<file path="config.mk">
export PLATFORM = sky130hd
export DESIGN_NAME = ps2_scancode_rx
export DESIGN_NICKNAME = d
export VERILOG_FILES = /design/src/rtl/ps2_scancode_rx.sv
export SDC_FILE = /design/constraint.sdc
export NUM_CORES = 1
export LEC_CHECK = 0
export ABC_AREA = 1
export BUFFER_PORTS_ARGS = -buffer_cell sky130_fd_sc_hd__buf_2
export CAP_MARGIN = 20
export CORE_MARGIN = 1
export CORE_UTILIZATION = 30
export CTS_CLUSTER_SIZE = 28
export DETAILED_ROUTE_END_ITERATION = 10
export SYNTH_ARGS = -nofsm -noshare
export SYNTH_HDL_FRONTEND = slang
export SYNTH_SLANG_ARGS = --single-unit
</file>
<file path="constraint.sdc">
create_clock -name clock -period 2.8 [get_ports clock]
set_input_delay 0.7 -clock clock [delete_from_list [all_inputs] [get_ports clock]]
set_output_delay 0.7 -clock clock [all_outputs]
set_load 0.1 [all_outputs]
</file>
<file path="src/rtl/ps2_scancode_rx.sv">
// rtl/ps2_scancode_rx.sv - PS/2 keyboard frame receiver with make/break/extended scancode tracking
module ps2_scancode_rx #(
  parameter int FILTER_LEN     = 4,
  parameter int TIMEOUT_CYCLES = 50000
) (
  input  logic       clock,
  input  logic       reset,
  input  logic       ps2_clk,
  input  logic       ps2_dat,
  output logic [7:0] byte_out,
  output logic       byte_valid,
  output logic       frame_err,
  output logic [7:0] key,
  output logic       key_ext
);

  localparam int FW = $clog2(FILTER_LEN + 1);
  localparam int TW = $clog2(TIMEOUT_CYCLES + 1);
  localparam logic [FW-1:0] FILT_MAX = FW'(FILTER_LEN - 1);
  localparam logic [TW-1:0] TO_MAX   = TW'(TIMEOUT_CYCLES - 1);

  typedef enum logic [1:0] {S_IDLE, S_DATA, S_PARITY, S_STOP} state_t;

  logic          r_clk_s1, r_clk_s2, r_dat_s1, r_dat_s2;
  logic          r_clk_filt, r_clk_filt_d;
  logic [FW-1:0] r_filt_cnt;
  state_t        r_state, w_state_nxt;
  logic [7:0]    r_shift, w_shift_nxt;
  logic [2:0]    r_bit_cnt, w_bit_cnt_nxt;
  logic          r_par_ok, w_par_ok_nxt;
  logic [TW-1:0] r_to_cnt, w_to_cnt_nxt;
  logic          w_good, w_err, w_fall;
  logic [7:0]    r_byte_out, r_key;
  logic          r_byte_valid, r_frame_err, r_key_ext, r_ext_p, r_brk_p;

  assign w_fall     = r_clk_filt_d & ~r_clk_filt;
  assign byte_out   = r_byte_out;
  assign byte_valid = r_byte_valid;
  assign frame_err  = r_frame_err;
  assign key        = r_key;
  assign key_ext    = r_key_ext;

  // Two-flop synchronizers; idle bus level is high on both pins
  always_ff @(posedge clock or posedge reset) begin
    if (reset) begin
      r_clk_s1 <= 1'b1;
      r_clk_s2 <= 1'b1;
      r_dat_s1 <= 1'b1;
      r_dat_s2 <= 1'b1;
    end else begin
      r_clk_s1 <= ps2_clk;
      r_clk_s2 <= r_clk_s1;
      r_dat_s1 <= ps2_dat;
      r_dat_s2 <= r_dat_s1;
    end
  end

  // Glitch filter: the filtered clock follows only after FILTER_LEN samples disagreeing with it
  always_ff @(posedge clock or posedge reset) begin
    if (reset) begin
      r_clk_filt   <= 1'b1;
      r_clk_filt_d <= 1'b1;
      r_filt_cnt   <= '0;
    end else begin
      r_clk_filt_d <= r_clk_filt;
      if (r_clk_s2 == r_clk_filt) begin
        r_filt_cnt <= '0;
      end else if (r_filt_cnt == FILT_MAX) begin
        r_clk_filt <= r_clk_s2;
        r_filt_cnt <= '0;
      end else begin
        r_filt_cnt <= r_filt_cnt + 1'b1;
      end
    end
  end

  // Frame FSM state register
  always_ff @(posedge clock or posedge reset) begin
    if (reset) begin
      r_state   <= S_IDLE;
      r_shift   <= '0;
      r_bit_cnt <= '0;
      r_par_ok  <= 1'b0;
      r_to_cnt  <= '0;
    end else begin
      r_state   <= w_state_nxt;
      r_shift   <= w_shift_nxt;
      r_bit_cnt <= w_bit_cnt_nxt;
      r_par_ok  <= w_par_ok_nxt;
      r_to_cnt  <= w_to_cnt_nxt;
    end
  end

  // Frame FSM next state: bit capture on filtered falling edges, timeout while mid-frame
  always_comb begin
    w_state_nxt   = r_state;
    w_shift_nxt   = r_shift;
    w_bit_cnt_nxt = r_bit_cnt;
    w_par_ok_nxt  = r_par_ok;
    w_to_cnt_nxt  = r_to_cnt;
    w_good        = 1'b0;
    w_err         = 1'b0;
    if (r_state == S_IDLE) begin
      w_to_cnt_nxt = '0;
      if (w_fall && !r_dat_s2) begin
        w_state_nxt   = S_DATA;
        w_bit_cnt_nxt = '0;
      end
    end else if (w_fall) begin
      w_to_cnt_nxt = '0;
      case (r_state)
        S_DATA: begin
          w_shift_nxt   = {r_dat_s2, r_shift[7:1]};
          w_bit_cnt_nxt = r_bit_cnt + 1'b1;
          if (r_bit_cnt == 3'd7) w_state_nxt = S_PARITY;
        end
        S_PARITY: begin
          w_par_ok_nxt = ^{r_shift, r_dat_s2};
          w_state_nxt  = S_STOP;
        end
        default: begin
          w_state_nxt = S_IDLE;
          if (r_dat_s2 && r_par_ok) w_good = 1'b1;
          else                      w_err  = 1'b1;
        end
      endcase
    end else if (r_to_cnt == TO_MAX) begin
      w_err         = 1'b1;
      w_state_nxt   = S_IDLE;
      w_bit_cnt_nxt = '0;
      w_to_cnt_nxt  = '0;
    end else begin
      w_to_cnt_nxt = r_to_cnt + 1'b1;
    end
  end

  // Byte output stage: one-cycle pulses, byte held until the next good frame
  always_ff @(posedge clock or posedge reset) begin
    if (reset) begin
      r_byte_out   <= '0;
      r_byte_valid <= 1'b0;
      r_frame_err  <= 1'b0;
    end else begin
      r_byte_valid <= w_good;
      r_frame_err  <= w_err;
      if (w_good) r_byte_out <= r_shift;
    end
  end

  // Scancode layer: prefixes E0/F0 qualify the next code; break only releases the held key
  always_ff @(posedge clock or posedge reset) begin
    if (reset) begin
      r_key     <= '0;
      r_key_ext <= 1'b0;
      r_ext_p   <= 1'b0;
      r_brk_p   <= 1'b0;
    end else if (r_frame_err) begin
      r_ext_p <= 1'b0;
      r_brk_p <= 1'b0;
    end else if (r_byte_valid) begin
      if (r_byte_out == 8'hE0) begin
        r_ext_p <= 1'b1;
      end else if (r_byte_out == 8'hF0) begin
        r_brk_p <= 1'b1;
      end else if (r_brk_p) begin
        if (r_byte_out == r_key) begin
          r_key     <= '0;
          r_key_ext <= 1'b0;
        end
        r_brk_p <= 1'b0;
        r_ext_p <= 1'b0;
      end else begin
        r_key     <= r_byte_out;
        r_key_ext <= r_ext_p;
        r_ext_p   <= 1'b0;
      end
    end
  end

endmodule

</file>
==> flow_summary.yaml <==
finish:
  seq_area_um2: 1510
  area_growth_pct: 16.9
  mostFrequentLayoutCell: "nand2_1"
  fillers: 973
  multi_input_comb_area_um2: 1250
  final_cell_mix: "nand2_1 (114), dfrtp_1 (54), inv_1 (45)"
  final_cells: 529
  drive_above_1_share_pct: 16.0
  final_nets: 407
  insertedDiodeCount: 0
setup_path:
  worstPathMaxFanout: 7
  crit_path_cell_trace: "buf_2"
  critPathTopFamily: "buffers and inverters"
  crit_buf_inv: 1
  r2r_start: "r_state[0]"
  crit_path_end_kind: "primary output"
  arrival_ps: 1270
  path_class: "reg -> out"
  crit_path_start: "byte_out[5]"
  critPathSlowestCell: "buf_2"
  startpoint_type: "register"
  required_ps: 2100
  critPathMaxStageDelay_ps: 470
floorplan:
  num_io_pins: 23
  coreArea_um2: 9420
  rows: 35
  initial_core_util_pct: 31.5
  die_x_um: 101
  die_height_um: 101
  die_area_um2: 10300
route:
  wl_per_cell_um: 10.3
  drtIter0Drc: 60
  drc: 0
  vias: 2330
  ant_nets: 0
  routed_via_density: 4.40
  first_pass_iters: 4
  wirelength_um: 5450
clock_tree:
  clk-insertion-delay-late_ps: 330
  h-tree-depth: 3
  post-cts-setup-buffer-count: 0
  cts_tree: "built"
  numCtsBuffers: 9
  cts_resized: 0
  root_buffer: "clkbuf_8"
  clockBufferDepth: 2
  clkTransAtPathRegs_ps: 70
  clock-sinks: 60
  cts_hold_buf: 0
sta:
  drv_slew: 0
  max_clock_freq_mhz: 509
  fin_crit_sh_pct: 70.2
  fin_crit_ps: 1970
  worst_pin_slew_ps: 526
  rsz0062_at_grt: "false"
  hold_violations: 0
  fin_skew_ps: 5.21
  final.setup.tns_ps: 0
  max_slew_margin_pct: 64.9
  finalSetupViolCount: 0
synthesis:
  synth_area_leader_cell: "dfrtp_1"
  yosysWarnings: 0
  synth_top_area_share_pct: 45.5
  ys_types: 34
  syn_area_um2: 2970
  synth.avg_cell_area_um2: 8.15
  syn_inst: 364
  seq_area_frac_synth_pct: 50.8
  synth_seq_cells: 60
  syn_nets: 376
  synthTopCellsByArea: "dfrtp_1 (46%), nand2_1 (14%), inv_1 (5.8%), dfstp_2 (5.3%), nor2_1 (4.9%)"
placement:
  place_hpwl_um: 4040
  gp_congestion: 0.761
  port_buffers: 22
  dp_cells: 513
hold_path:
  min-delay-path-class: "reg -> reg"
  hp-start: "r_clk_s1"
global_routing:
  grtUsageTotal_pct: 12.0
  grt_pass1_vias: 2228
  antenna_found_initial: 0
  grt_pass1_wl_um: 9580
  grt_max_degree: 38
  gr-total-overflow: 0
pwr:
  p_per_area_nw_per_um2: 775
  ir_drop_uv: 244
  power.leakage_nw: 1.75
run_status:
  status: "finished, final reports clean"
run:
  drv_cap: 0
## logic make-up after synthesis
group,Yosys count,synth area share (%)
buffers and inverters,52,7.08
adder cells (fa/ha/maj),8,3.37
XOR/XNOR,11,3.25
AND/OR/NAND/NOR,200,29.5
flip-flops,60,50.8
AO/OA/AOI/OAI,33,5.99
## registers in the layout, summed over array words and instances, names as in the netlist, 2 cells and up
register / cells
r_filt_cnt: 3
r_to_cnt: 16
key: 8
byte_out: 8
r_shift: 8
r_state: 2
r_bit_cnt: 3
## where the power goes
part | leakage, nW | internal [mW] | total, mW | switching [mW]
clock network | 0.122 | 0.571 | 0.904 | 0.333
logic | 0.819 | 0.223 | 0.710 | 0.487
registers | 0.809 | 0.984 | 1.08 | 0.0931
## metrics by stage
step           cell area (um2)  power (mW)  util, %  hold slack (ps)  setup WS, ps
6_report                  3470        2.69     36.9              356           834
5_1_grt                   3470        2.89     36.9              366           765
4_1_cts                   3470        2.73     36.9              356           818
3_5_place_dp              3240        1.81     34.4              347          1110
3_3_place_gp              3240        1.79     34.4              347          1170
2_1_floorplan             2970        1.68        -              345           625
## final cells by class
class	count	area share [%]
well taps	129	4.65
multi-input cells	252	36.0
flip-flops and latches	60	43.5
repair buffers	23	3.75
inverters	49	5.37
clock buffers	12	4.76
clock inverters	4	2.02
## Yosys cell counts
library cell and number:
buf_2 1, nor3_2 1, nand2_1 114, o21ai_1 1, nor2_4 3, nor2_1 39
buf_6 1, buf_4 1, nor3_4 1, and3_1 1, nor3_1 3, o31ai_1 1
inv_4 1, nand2_2 4, dfrtp_1 54, o21bai_1 1, or2_0 1, nand2_4 2
inv_1 46, dfstp_2 6, nand3_1 24, nor3b_1 1, nor2_2 3, o21a_1 1
xnor2_1 5, xor2_1 6, and2_1 1, a31oi_1 1, inv_2 2, ha_1 8
a21oi_2 1, nand4_1 2, a21oi_1 5, o21ai_0 22
## final timing paths
kind	end	slack, ps	depth (start not counted)
setup reg to reg	r_state[1]	1100	11
hold / removal	r_clk_s2	360	0
min in group asynchronous	r_ext_p	400	2
max in group asynchronous	r_dat_s1	1760	3
hold reg to reg	r_clk_s2	360	0
setup / recovery	byte_out[5]	830	1
## per-layer routing
layer	wire, um	vias to the layer above	track usage, %
met5	0	-	0
li1	-	1193	-
met4	55	0	5.35
met2	2660	34	20.9
met1	2570	1096	13.8
met3	159	7	3.38
Note: power is estimated with default switching activity, not from simulation.
